$ cat config.mk
export PLATFORM = sky130hd
export DESIGN_NAME = logic_gate_sweep
export DESIGN_NICKNAME = d
export VERILOG_FILES = /design/src/rtl/logic_gate_pkg.sv /design/src/rtl/gate_core.sv /design/src/rtl/logic_gate_sweep.sv
export SDC_FILE = /design/constraint.sdc
export NUM_CORES = 1
export LEC_CHECK = 0
export BUFFER_PORTS_ARGS = -buffer_cell sky130_fd_sc_hd__buf_2
export CORE_MARGIN = 2
export CORE_UTILIZATION = 30
export DETAILED_ROUTE_END_ITERATION = 6
export PLACE_DENSITY_LB_ADDON = 0.3
export SLEW_MARGIN = 5
export SYNTH_ARGS = -nofsm -noshare
export SYNTH_HDL_FRONTEND = slang
export SYNTH_HIERARCHICAL = 1
export SYNTH_SLANG_ARGS = --single-unit
$ cat constraint.sdc
create_clock -name clk -period 2.8 [get_ports clk]
set_input_delay 0.56 -clock clk [delete_from_list [all_inputs] [get_ports clk]]
set_output_delay 0.56 -clock clk [all_outputs]
set_load 0.05 [all_outputs]
$ cat src/rtl/logic_gate_pkg.sv
// Shared definitions for the logic gate sweep block: FSM state encoding
// and the width of the per-vector hold counter.
package logic_gate_pkg;

  typedef enum logic [1:0] {
    IDLE  = 2'd0,
    SWEEP = 2'd1,
    DONE  = 2'd2
  } state_t;

  localparam int HOLD_W = 8;

endpackage

$ cat src/rtl/gate_core.sv
// Purely combinational N-input reductions (AND/OR/XOR and their inversions)
// of one operand vector.
module gate_core #(
  parameter int N_IN = 2
) (
  input  logic [N_IN-1:0] vec,
  output logic            and_r,
  output logic            or_r,
  output logic            xor_r,
  output logic            nand_r,
  output logic            nor_r,
  output logic            xnor_r
);

  assign and_r  = &vec;
  assign or_r   = |vec;
  assign xor_r  = ^vec;
  assign nand_r = ~&vec;
  assign nor_r  = ~|vec;
  assign xnor_r = ~^vec;

endmodule

$ cat src/rtl/logic_gate_sweep.sv
// Gate sweep top: follows ext_x in IDLE, or walks every N_IN-bit vector on request.
// Optional self-checker enabled by defining LOGIC_SWEEP_CHECK_EN.
module logic_gate_sweep
  import logic_gate_pkg::*;
#(
  parameter int N_IN     = 2,
  parameter int HOLD_CYC = 1
) (
  input  logic            clk,
  input  logic            rst,
  input  logic            start,
  input  logic [N_IN-1:0] ext_x,
  output logic [N_IN-1:0] vec_o,
  output logic            and_o,
  output logic            or_o,
  output logic            xor_o,
  output logic            nand_o,
  output logic            nor_o,
  output logic            xnor_o,
  output logic            valid_o,
  output logic            busy_o,
  output logic            done_o,
  output logic            err_o
);

  localparam logic [N_IN:0]       LAST_VEC = {1'b0, {N_IN{1'b1}}};
  localparam logic [HOLD_W-1:0]   HOLD_MAX = HOLD_W'(HOLD_CYC - 1);

  state_t              state, state_nxt;
  logic [N_IN:0]       vec_cnt, cnt_nxt;
  logic [HOLD_W-1:0]   hold_cnt, hold_nxt;
  logic [N_IN-1:0]     vec_nxt;
  logic                valid_nxt;
  logic                g_and, g_or, g_xor, g_nand, g_nor, g_xnor;

  always_comb begin
    state_nxt = state;
    cnt_nxt   = vec_cnt;
    hold_nxt  = hold_cnt;
    vec_nxt   = vec_o;
    valid_nxt = 1'b0;
    case (state)
      IDLE: begin
        if (start) begin
          state_nxt = SWEEP;
          cnt_nxt   = '0;
          hold_nxt  = '0;
          vec_nxt   = '0;
          valid_nxt = 1'b1;
        end else begin
          vec_nxt   = ext_x;
        end
      end
      SWEEP: begin
        if (hold_cnt == HOLD_MAX) begin
          hold_nxt = '0;
          // The counter stops at the last vector instead of wrapping.
          if (vec_cnt == LAST_VEC) begin
            state_nxt = DONE;
          end else begin
            cnt_nxt   = vec_cnt + (N_IN+1)'(1);
            vec_nxt   = cnt_nxt[N_IN-1:0];
            valid_nxt = 1'b1;
          end
        end else begin
          hold_nxt = hold_cnt + HOLD_W'(1);
        end
      end
      DONE: begin
        state_nxt = IDLE;
        cnt_nxt   = '0;
        vec_nxt   = ext_x;
      end
      default: begin
        state_nxt = IDLE;
        cnt_nxt   = '0;
        hold_nxt  = '0;
      end
    endcase
  end

  // Reductions are taken from the next vector so they register alongside it.
  gate_core #(.N_IN(N_IN)) u_core (
    .vec    (vec_nxt),
    .and_r  (g_and),
    .or_r   (g_or),
    .xor_r  (g_xor),
    .nand_r (g_nand),
    .nor_r  (g_nor),
    .xnor_r (g_xnor)
  );

  always_ff @(posedge clk) begin
    if (rst) begin
      state    <= IDLE;
      vec_cnt  <= '0;
      hold_cnt <= '0;
      vec_o    <= '0;
      and_o    <= 1'b0;
      or_o     <= 1'b0;
      xor_o    <= 1'b0;
      nand_o   <= 1'b0;
      nor_o    <= 1'b0;
      xnor_o   <= 1'b0;
      valid_o  <= 1'b0;
      busy_o   <= 1'b0;
      done_o   <= 1'b0;
    end else begin
      state    <= state_nxt;
      vec_cnt  <= cnt_nxt;
      hold_cnt <= hold_nxt;
      vec_o    <= vec_nxt;
      and_o    <= g_and;
      or_o     <= g_or;
      xor_o    <= g_xor;
      nand_o   <= g_nand;
      nor_o    <= g_nor;
      xnor_o   <= g_xnor;
      valid_o  <= valid_nxt;
      busy_o   <= (state_nxt == SWEEP);
      done_o   <= (state_nxt == DONE);
    end
  end

`ifdef LOGIC_SWEEP_CHECK_EN
  logic [3:0] ones;
  logic       chk_and, chk_or, chk_xor, mismatch;

  // Independent reference: derive every reduction from a population count.
  always_comb begin
    ones = '0;
    for (int i = 0; i < N_IN; i++) begin
      ones = ones + {3'b000, vec_o[i]};
    end
    chk_and  = (ones == 4'(N_IN));
    chk_or   = (ones != 4'd0);
    chk_xor  = ones[0];
    mismatch = (and_o  != chk_and)  | (or_o  != chk_or)  | (xor_o  != chk_xor) |
               (nand_o != !chk_and) | (nor_o != !chk_or) | (xnor_o != !chk_xor);
  end

  always_ff @(posedge clk) begin
    if (rst) begin
      err_o <= 1'b0;
    end else if (state == IDLE && start) begin
      err_o <= 1'b0;
    end else if (state == SWEEP && mismatch) begin
      err_o <= 1'b1;
    end
  end
`else
  assign err_o = 1'b0;
`endif

endmodule
## Word-level counts from Yosys, hierarchy flattened

Index checks and enable logic that the tools add are counted.

| word-level totals | value |
|---|---|
| bits of input ports | 5 |
| output and inout bits | 12 |
| flip-flop bits (word level) | 24 |

| cells by class | value |
|---|---|
| muxes and demuxes | 19 |
| bitwise gates (word level) | 1 |
| reductions and logical operators | 10 |
| equality and inequality tests | 8 |
| add/subtract/negate cells | 2 |

Operators with widths:

| kind | count |
|---|---|
| 8-bit one-hot mux with 3 select lines | 1 |
| 8-bit two-way mux | 2 |
| 2-bit two-way mux | 6 |
| 3-bit two-way mux | 3 |
| 8-bit by 1-bit adder with 8-bit output (second input constant) | 1 |
| 8-bit zero test | 1 |
| 2-bit != test (second input constant) | 3 |
| 2-bit one-hot mux with 3 select lines | 1 |
| 3-bit one-hot mux with 2 select lines | 1 |
| 2-bit by 1-bit == test with 1-bit output (second input constant) | 2 |
| 2-bit == test (second input constant) | 2 |
| 2-bit one-hot mux with 2 select lines | 1 |
| 2-bit AND reduction | 2 |
| 3-bit by 1-bit adder with 3-bit output (second input constant) | 1 |
| 3-bit by 2-bit == test with 1-bit output (second input constant) | 1 |
| 1-bit two-way mux | 3 |
| 3-bit AND reduction | 1 |
| 1-bit zero test | 2 |
| 2-bit zero test | 1 |
| 1-bit one-hot mux with 2 select lines | 1 |
| 2-bit OR reduction | 1 |
| 2-bit XNOR reduction | 1 |
| 2-bit XOR reduction | 1 |
| 1-bit inverter | 1 |

## Longest topological paths before layout

Gate-level depths: netlist (run 1).

| depth | value |
|---|---|
| depth in word-level cells | 6 |
| depth in mapped cells | 10 |

## Modules after synthesis

The synthesis (run 1) kept the hierarchy.

By module, submodules not included:

| module | area an instance (um^2) | sequential area each (um^2) | instances | cells each |
|---|---|---|---|---|
| logic_gate_sweep | 1,143.6 | 480.5 | 1 | 127 |
| gate_core | 68.8 | 0.0 | 1 | 9 |

## Worst setup path after synthesis (run 1)

No wires, ideal clock.

| timing | value |
|---|---|
| kind | flip-flop to flip-flop |
| start point | reg hold_cnt[0] |
| end point | reg xnor_o |
| buffers on the path | 0 |
| library setup time | 0.128 ns |
| stages on the path, launching flop included | 11 |
| period minus slack after synthesis | 2.334 ns |
| setup slack | 0.466 ns |
| data arrival time | 2.206 ns |
| cell sequence | dfxtp_1 > inv_1 > ha_1 > or4b_4 > nor3_2 > mux2_1 > nor2_1 > inv_1 > ha_1 > inv_1 > nor2b_1 |

| between the ends | value |
|---|---|
| cells in the longest elaborated chain, start to end | 4 |

RTL lines:

| what | line | text |
|---|---|---|
| start: declaration | logic_gate_sweep.sv:31 | `logic [HOLD_W-1:0] hold_cnt, hold_nxt;` |
| start signal: assignment | logic_gate_sweep.sv:111 | `hold_cnt <= hold_nxt;` |
| 8-bit zero test | logic_gate_sweep.sv:55 | `if (hold_cnt == HOLD_MAX) begin` |
| 2-bit two-way mux | logic_gate_sweep.sv:55 |  |
| 2-bit one-hot mux with 3 select lines | logic_gate_sweep.sv:42 | `case (state)` |
| via vec_nxt[1] | logic_gate_sweep.sv:32 | `logic [N_IN-1:0] vec_nxt;` |
| 2-bit XNOR reduction | gate_core.sv:20 | `assign xnor_r = ~^vec;` |
| via g_xnor | logic_gate_sweep.sv:34 | `logic g_and, g_or, g_xor, g_nand, g_nor, g_xnor;` |
| end signal: assignment | logic_gate_sweep.sv:118 | `xnor_o <= g_xnor;` |
| end: declaration | logic_gate_sweep.sv:19 | `output logic xnor_o,` |

The timed path passes the listed nets, and every way through them passes these cells.
A chain may end at the register's enable or synchronous reset.

## Worst setup path after layout (run 1)

Ends and elaborated chain as after synthesis.

==> impl_metrics.py, run 1 <==
metrics = {
    "status": {
        "outcome": "finished clean",
    },
    "power_and_ir_drop": {
        "total_leakage_power_nw": 0.585,
        "fin_total_pwr_mw": 0.692,
        "peakVddDrop_mv": 0.332,
        "cellPowerDensity_mw_per_mm2": 511,
    },
    "clock_tree": {
        "cts_buffer_depth": 2,
        "clock_latency_ps": 260,
        "cts_root_buf": "clkbuf_8",
        "cts_resized": 0,
        "cts.sinks": 24,
        "cts_buffers": 3,
        "hold_buffers": 0,
        "cts_tree": "done",
        "post-cts-setup-buffer-count": 0,
        "cts_max_level": 1,
        "clk_pin_slew_ps": 80,
    },
    "global_route": {
        "gr-total-overflow": 0,
        "grt.busiest_layer": "met2",
        "use_met2_pct": 18.0,
        "grt_max_degree": 20,
        "grt_pass1_vias": 886,
        "antenna_found_initial": 0,
        "met3_usage_pct": 4.00,
        "grt_pass1_wl_mm": 4.12,
        "grt_usage_pct": 12.1,
        "use_met1_pct": 15.2,
    },
    "floorplanning": {
        "io_pins": 17,
        "die_w_um": 67.6,
        "initial_core_util_pct": 30.8,
        "fp-row-count": 23,
        "dieArea_mm2": 0.00457,
        "die_height_um": 67.6,
        "core-area_mm2": 0.00394,
    },
    "critical_path": {
        "reg2regPathDepth": 10,
        "crit_arrival_ps": 2670,
        "r2r-start": "hold_cnt[0]",
        "worst_path_max_delay_cell": "or4b_4",
        "cpPeakStageDelay_ps": 500,
        "reg2reg_to": "xnor_o",
        "crit_type": "flop to flop",
        "cp_max_fo": 4,
        "worstPathRequired_ps": 2940,
        "crit_path_frequent_cell": "inv_1",
        "end_kind": "flop",
        "r2r_slack_ps": 280,
        "cp-start-kind": "flop",
        "cp_cell_sequence": "inv_1, ha_1, or4b_4, nor3_2, mux2_1, nor2_1, inv_1, ha_1, inv_1, nor2b_1",
    },
    "sta": {
        "finalHoldViolCount": 0,
        "worst_slew_pin_slew_ps": 619,
        "fin_setup_tns_ps": 0,
        "timing.final.ws_setup_ps": 277,
        "slew_headroom_pct": 58.7,
        "fin_crit_ps": 2520,
        "maxSlewViolCount": 0,
        "fmax_mhz": 396,
        "finalSetupViolCount": 0,
        "finalCritPeriodShare_pct": 90.1,
        "whs_ps": 482,
        "clock_skew_ps": 2.85,
        "rsz0062_at_grt": "no",
    },
    "detailed_routing": {
        "ant_nets": 0,
        "drt-initial-drc-count": 22,
        "routedWlPerCell_um": 12.3,
        "viasPerCell": 4.96,
        "drc": 0,
        "vias": 978,
        "firstDrtPassIters": 4,
        "wl_mm": 2.43,
    },
    "logic_synthesis": {
        "synth_seq_cells": 24,
        "ys_seq_area_share_pct": 39.6,
        "synthArstFlopShare_pct": 0,
        "avgSynthCellArea_um2": 8.91,
        "ys.flop_type": "dfxtp_1",
        "synthCells": 136,
        "yosysWarnings": 6,
        "synth_edf_count": 0,
        "syn_area_mm2": 0.00121,
        "synth_cell_types": 40,
        "synthesis.nets": 150,
    },
    "cells_and_area": {
        "area_growth_pct": 11.9,
        "stdcell_area_mm2": 0.00136,
        "drive_above_1_share_pct": 16.3,
        "antenna_cells": 0,
        "final_nets": 163,
        "layout_common_cells": "dfxtp_1 (24), buf_2 (15), inv_1 (10), a21oi_1 (10)",
        "layout_commonest_cell": "dfxtp_1",
    },
    "place": {
        "pre_cts_ws_ps": 288,
        "portBuffers": 15,
        "gp_congestion": 0.851,
        "dpl_cell_area_mm2": 0.00132,
        "hpwl_mm": 1.82,
    },
    "job": {
        "cap_violations": 0,
    },
    "min_path": {
        "min_delay_worst_endpoint": "vec_cnt[1]",
        "min_from": "vec_cnt[1]",
        "hold_path_class": "flop to flop",
        "hold_depth": 2,
    },
}
-- final cells by class --
class / instances / area (µm²)
inverter: 10 / 37.5
clock buffer: 3 / 41.3
timing repair buffer: 15 / 75.1
tap: 50 / 62.6
sequential: 24 / 480
multi-input combinational: 95 / 659
fill: 403 / 2590
-- critical path: cells and delay by family (launching register included) --
family	cells	cell delay, ps
muxes	1	360
and+or+nand+nor	4	1040
DFF	1	340
adders and majority gates	2	440
buffers and inverters	3	210
-- logic make-up after synthesis --
family,share of synthesized area [%]
AND/OR/NAND/NOR,25.3
AO/OA/AOI/OAI,17.0
flip-flops,39.6
buffers and inverters,5.98
adder cells (fa/ha/maj),9.29
multiplexers,1.75
other,0.309
XOR/XNOR,0.723
-- stage by stage --
step                utilization [%]  instances
finish                         34.4        197
global route                   34.4        197
CTS                            34.4        197
detailed placement             33.4        194
global placement               33.4        194
floorplan                         -        136
-- worst max-delay path by stage --
stage           startpoint  endpoint  slack (ps)  depth (start not counted)
2_1_floorplan  hold_cnt[0]    xnor_o         470                         10
3_3_place_gp   hold_cnt[0]    xnor_o         370                         10
3_5_place_dp   hold_cnt[0]    xnor_o         290                         10
4_1_cts        hold_cnt[0]    xnor_o         270                         10
5_1_grt        hold_cnt[0]    xnor_o          70                         10
6_report       hold_cnt[0]    xnor_o         280                         10
-- flip-flops by register name, summed over array words and instances, names as in the netlist, 2 cells and up --
signal	count
state	2
vec_cnt	3
vec_o	2
hold_cnt	8
-- synth_stat cells (2+ instances only) --
master,n,area (µm²)
a21o_1,2,15.0
a21oi_1,10,50.1
a22o_1,2,17.5
a31oi_1,8,50.1
and3_1,5,31.3
buf_2,3,15.0
dfxtp_1,24,480
ha_1,9,113
inv_1,10,37.5
nand2_1,4,15.0
nand2b_1,4,25.0
nand3_1,3,15.0
nor2_1,9,33.8
nor2b_1,7,43.8
nor3_1,6,30.0
o21ai_0,3,15.0
or3_1,4,25.0
-- report_power, final --
part	internal, mW	switching [mW]	total, mW
clock	0.0961	0.102	0.198
combinational	0.0366	0.0891	0.126
sequential	0.358	0.0110	0.369
total	0.490	0.202	0.692
-- metal layers --
metal	vias up	part of all wire, %
met5	-	0
met4	0	2.8
met3	7	6.3
met2	23	44
met1	447	47
li1	501	-
Note: power is estimated with default switching activity, not from simulation.
==> inputs of run 2 (changes only) <==
Settings changed: CAP_MARGIN set to 25, PLACE_DENSITY_LB_ADDON 0.3 to unset.
==> run 2 against run 1 <==
Core utilization did not move. Sequential share of layout area did not move. Worst hold slack got worse by 8.4 ps. Critical path depth did not move. Die area did not move. Clock power barely moved.
==> impl_metrics.py, run 2 (synthesis results as in run 1) <==
metrics = {
    "status": {
        "outcome": "finished clean",
    },
    "floorplanning": {
        "core-area_mm2": 0.00394,
        "io_pins": 17,
        "initial_core_util_pct": 30.8,
        "fp-row-count": 23,
        "dieArea_mm2": 0.00457,
        "die_height_um": 67.6,
        "die_w_um": 67.6,
    },
    "power_and_ir_drop": {
        "seqPwrFrac_pct": 53.4,
        "swShare_pct": 29.0,
        "p_sw_mw": 0.201,
        "internal_power_mw": 0.490,
        "fin_total_pwr_mw": 0.690,
        "pwr-share-clk_pct": 28.5,
        "cellPowerDensity_mw_per_mm2": 509,
        "peakVddDrop_mv": 0.176,
        "total_leakage_power_nw": 0.585,
        "p_comb_share_pct": 18.1,
    },
    "clock_tree": {
        "cts.sinks": 24,
        "cts_root_buf": "clkbuf_8",
        "cts_max_level": 1,
        "cts_tree": "done",
        "post-cts-setup-buffer-count": 0,
        "cts_buffer_depth": 2,
        "cts_buffers": 3,
        "cts_resized": 0,
        "hold_buffers": 0,
        "clk_pin_slew_ps": 80,
        "clock_latency_ps": 260,
    },
    "cells_and_area": {
        "area_growth_pct": 11.9,
        "antenna_cells": 0,
        "reg_top3": "hold_cnt x8, vec_cnt x3",
        "layout_commonest_cell": "dfxtp_1",
        "fillCellCount": 402,
        "layout_common_cells": "dfxtp_1 (24), buf_2 (15), inv_1 (10), a21oi_1 (10)",
        "largest_register_ffs": 8,
        "final_nets": 163,
        "drive_above_1_share_pct": 16.3,
        "regMostFlops": "hold_cnt",
    },
    "sta": {
        "clock_skew_ps": 3.47,
        "fin_crit_ps": 2530,
        "maxSlewViolCount": 0,
        "finalCritPeriodShare_pct": 90.4,
        "worst_slew_pin_slew_ps": 603,
        "finalHoldViolCount": 0,
        "finalSetupViolCount": 0,
        "slew_headroom_pct": 59.7,
        "rsz0062_at_grt": "no",
        "fmax_mhz": 395,
        "fin_setup_tns_ps": 0,
    },
    "detailed_routing": {
        "drc": 0,
        "ant_nets": 0,
        "routedWlPerCell_um": 12.2,
        "drt-initial-drc-count": 43,
        "wl_mm": 2.40,
        "firstDrtPassIters": 6,
        "viasPerCell": 5.01,
        "vias": 986,
    },
    "critical_path": {
        "worstPathRequired_ps": 2940,
        "crit_arrival_ps": 2670,
        "crit_type": "flop to flop",
        "end_kind": "flop",
        "cp-start-kind": "flop",
        "cp_max_fo": 4,
    },
    "global_route": {
        "grt_pass1_wl_mm": 4.24,
        "met3_usage_pct": 2.50,
        "grt_usage_pct": 12.0,
        "use_met2_pct": 18.8,
        "antenna_found_initial": 0,
        "use_met1_pct": 15.9,
        "gr-total-overflow": 0,
        "grt.busiest_layer": "met2",
        "grt_pass1_vias": 988,
        "grt_max_degree": 20,
    },
    "place": {
        "gp_congestion": 0.774,
        "hpwl_mm": 1.78,
        "portBuffers": 15,
    },
    "min_path": {
        "hold_path_class": "flop to flop",
    },
    "job": {
        "cap_violations": 0,
    },
}
[run 2: critical path: stages (launching register included)]
cell	delay, ps
dfxtp_1	340
inv_1	100
ha_1	170
or4b_4	510
nor3_2	230
mux2_1	360
nor2_1	170
inv_1	90
ha_1	290
inv_1	40
nor2b_1	110
[run 2: power groups by stage]
stage                     sequential (mW)  combinational [mW]  clock [mW]
after CTS                           0.368               0.126       0.211
final                               0.368               0.125       0.197
after floorplan                     0.418              0.0570           0
after detailed placement            0.376               0.126           0
after global routing                0.371               0.136       0.226
after global placement              0.376               0.125           0
[run 2: per-stage QoR]
stage	std cells	worst slack (ps)	utilization, %	hold slack (ps)	instance area (µm²)
detailed placement	194	260	33.4	470	1320
global placement	194	361	33.4	461	1320
global route	197	87.9	34.4	530	1360
floorplan	136	466	-	450	1210
CTS	197	241	34.4	482	1360
finish	197	269	34.4	474	1360
[run 2: final timing paths]
| check | from | endpoint | slack, ps | depth (start not counted) |
|---|---|---|---|---|
| min | vec_cnt[2] | vec_cnt[2] | 470 | 2 |
| max | hold_cnt[0] | xnor_o | 270 | 10 |
| max reg2reg | hold_cnt[0] | xnor_o | 270 | 10 |
| min reg2reg | vec_cnt[2] | vec_cnt[2] | 470 | 2 |
[run 2: layout make-up]
class	count	area, µm²	share of cell area [%]
Clock buffer	3	41.3	3.04
Inverter	10	37.5	2.77
Multi-Input combinational cell	95	659	48.6
Sequential cell	24	480	35.4
Tap cell	50	62.6	4.61
Timing Repair Buffer	15	75.1	5.54
[run 2: routing by layer]
layer / routed length (µm) / part of all wire, %
met5: 0 / 0
met2: 1060 / 44
met4: 37 / 1.5
met3: 106 / 4.4
met1: 1200 / 50
==> inputs of run 3 (changes only) <==
Settings changed: BUFFER_PORTS_ARGS -buffer_cell sky130_fd_sc_hd__buf_2 to -buffer_cell sky130_fd_sc_hd__buf_4.
==> run 3 against run 2 <==
Total power rose by 8.4%. Core utilization rose by 1.3 points. Sequential power barely moved. Sequential cell count did not move. Via count rose by 0.41%. Die area did not move. Critical path depth did not move. Design area rose by 3.8%. Register-to-register slack got worse by 20 ps. Fmax fell by 0.88%. Critical endpoint unchanged. Largest cell class unchanged. Highest routed layer unchanged.
==> impl_metrics.py, run 3 (synthesis results as in run 1) <==
metrics = {
    "clock_tree": {
        "clk_pin_slew_ps": 80,
        "cts_resized": 0,
        "cts_buffers": 3,
        "cts.sinks": 24,
        "clock_latency_ps": 270,
        "cts_max_level": 1,
        "cts_root_buf": "clkbuf_8",
        "cts_tree": "done",
        "cts_buffer_depth": 2,
        "hold_buffers": 0,
        "post-cts-setup-buffer-count": 0,
    },
    "sta": {
        "clock_skew_ps": 1.83,
        "worst_slew_pin_slew_ps": 659,
        "maxSlewViolCount": 0,
        "fin_setup_tns_ps": 0,
        "timing.final.ws_setup_ps": 247,
        "finalSetupViolCount": 0,
        "fmax_mhz": 392,
        "slew_headroom_pct": 56.0,
        "finalCritPeriodShare_pct": 91.2,
        "whs_ps": 484,
        "rsz0062_at_grt": "no",
        "finalHoldViolCount": 0,
        "fin_crit_ps": 2550,
    },
    "cells_and_area": {
        "layout_common_cells": "dfxtp_1 (24), buf_4 (15), inv_1 (10), a21oi_1 (10)",
        "stdcell_area_mm2": 0.00141,
        "reg_top3": "hold_cnt x8, vec_cnt x3",
        "multi_input_area_um2": 659,
        "largest_register_ffs": 8,
        "regMostFlops": "hold_cnt",
        "instances_no_fill": 198,
        "regArea_um2": 480,
        "antenna_cells": 0,
        "fillCellCount": 404,
        "drive_above_1_share_pct": 16.9,
        "layout_commonest_cell": "dfxtp_1",
        "area_growth_pct": 16.1,
        "final_nets": 163,
    },
    "detailed_routing": {
        "viasPerCell": 5.00,
        "vias": 990,
        "drc": 0,
        "ant_nets": 0,
        "wl_mm": 2.63,
        "drt-initial-drc-count": 24,
        "firstDrtPassIters": 4,
        "routedWlPerCell_um": 13.3,
    },
    "min_path": {
        "hold_path_class": "flop to flop",
        "hold_depth": 2,
    },
    "global_route": {
        "gr-total-overflow": 0,
        "grt_pass1_wl_mm": 4.40,
        "grt_pass1_vias": 943,
        "grt_max_degree": 20,
        "grt_usage_pct": 13.0,
        "antenna_found_initial": 0,
    },
    "power_and_ir_drop": {
        "p_comb_share_pct": 18.4,
        "internal_power_mw": 0.530,
        "seqPwrFrac_pct": 49.3,
        "swShare_pct": 29.2,
        "total_leakage_power_nw": 0.599,
        "cellPowerDensity_mw_per_mm2": 532,
        "pwr-share-clk_pct": 32.3,
        "p_sw_mw": 0.219,
        "peakVddDrop_mv": 0.222,
    },
    "floorplanning": {
        "die_height_um": 67.6,
        "initial_core_util_pct": 30.8,
        "fp-row-count": 23,
        "dieArea_mm2": 0.00457,
        "core-area_mm2": 0.00394,
        "die_w_um": 67.6,
        "io_pins": 17,
    },
    "critical_path": {
        "cp-start-kind": "flop",
        "reg2regPathDepth": 10,
        "worstPathRequired_ps": 2970,
        "crit_arrival_ps": 2720,
        "end_kind": "flop",
        "crit_type": "flop to flop",
        "cp_max_fo": 4,
    },
    "place": {
        "portBuffers": 15,
        "dp_cells": 194,
        "hpwl_mm": 1.92,
        "gp_congestion": 0.756,
        "dpl_cell_area_mm2": 0.00135,
        "pre_cts_ws_ps": 230,
    },
    "status": {
        "outcome": "finished clean",
    },
    "job": {
        "cap_violations": 0,
    },
}
run 3: cell count changes in the layout (fill, tap and decap cells not counted):
cell / delta
buf_2: -15
buf_4: +15
clkbuf_8: +1
run 3: through the flow:
| stage | util [%] | total power [mW] |
|---|---|---|
| detailed placement | 34.3 | 0.516 |
| floorplan | - | 0.475 |
| global placement | 34.3 | 0.511 |
| finish | 35.7 | 0.748 |
| global route | 35.7 | 0.787 |
| CTS | 35.7 | 0.755 |
run 3: critical path, stage by stage, from the launching register on:
cell and delay, ps:
dfxtp_1 340, inv_1 100, ha_1 170, or4b_4 500
nor3_2 220, mux2_1 370, nor2_1 180, inv_1 90
ha_1 300, inv_1 50, nor2b_1 120
run 3: worst paths after layout:
path	from	to	slack, ps
worst max register to register	hold_cnt[0]	xnor_o	250
worst max-delay path	hold_cnt[0]	xnor_o	250
worst min-delay path	vec_cnt[2]	vec_cnt[2]	480
worst min register to register	vec_cnt[2]	vec_cnt[2]	480
run 3: area by class of cell:
cell class,count,area share [%]
multi-input combinational,95,46.8
sequential,24,34.1
timing repair buffer,15,8.00
tap,50,4.44
clock buffer,4,3.91
inverter,10,2.67
run 3: routing by layer:
layer | vias to the layer above | part of all wire (%) | GRT usage, %
met4 | 0 | 1.9 | 6.89
met1 | 464 | 49 | 17.1
met5 | - | 0 | 0
met3 | 5 | 4.3 | 2.67
met2 | 20 | 44 | 19.9
li1 | 501 | - | -
run 3: power by group through the flow:
stage	clock (mW)	sequential, mW	combinational (mW)
floorplan	0	0.418	0.0570
global route	0.265	0.372	0.149
global placement	0	0.377	0.135
CTS	0.246	0.369	0.139
detailed placement	0	0.377	0.139
finish	0.242	0.369	0.138
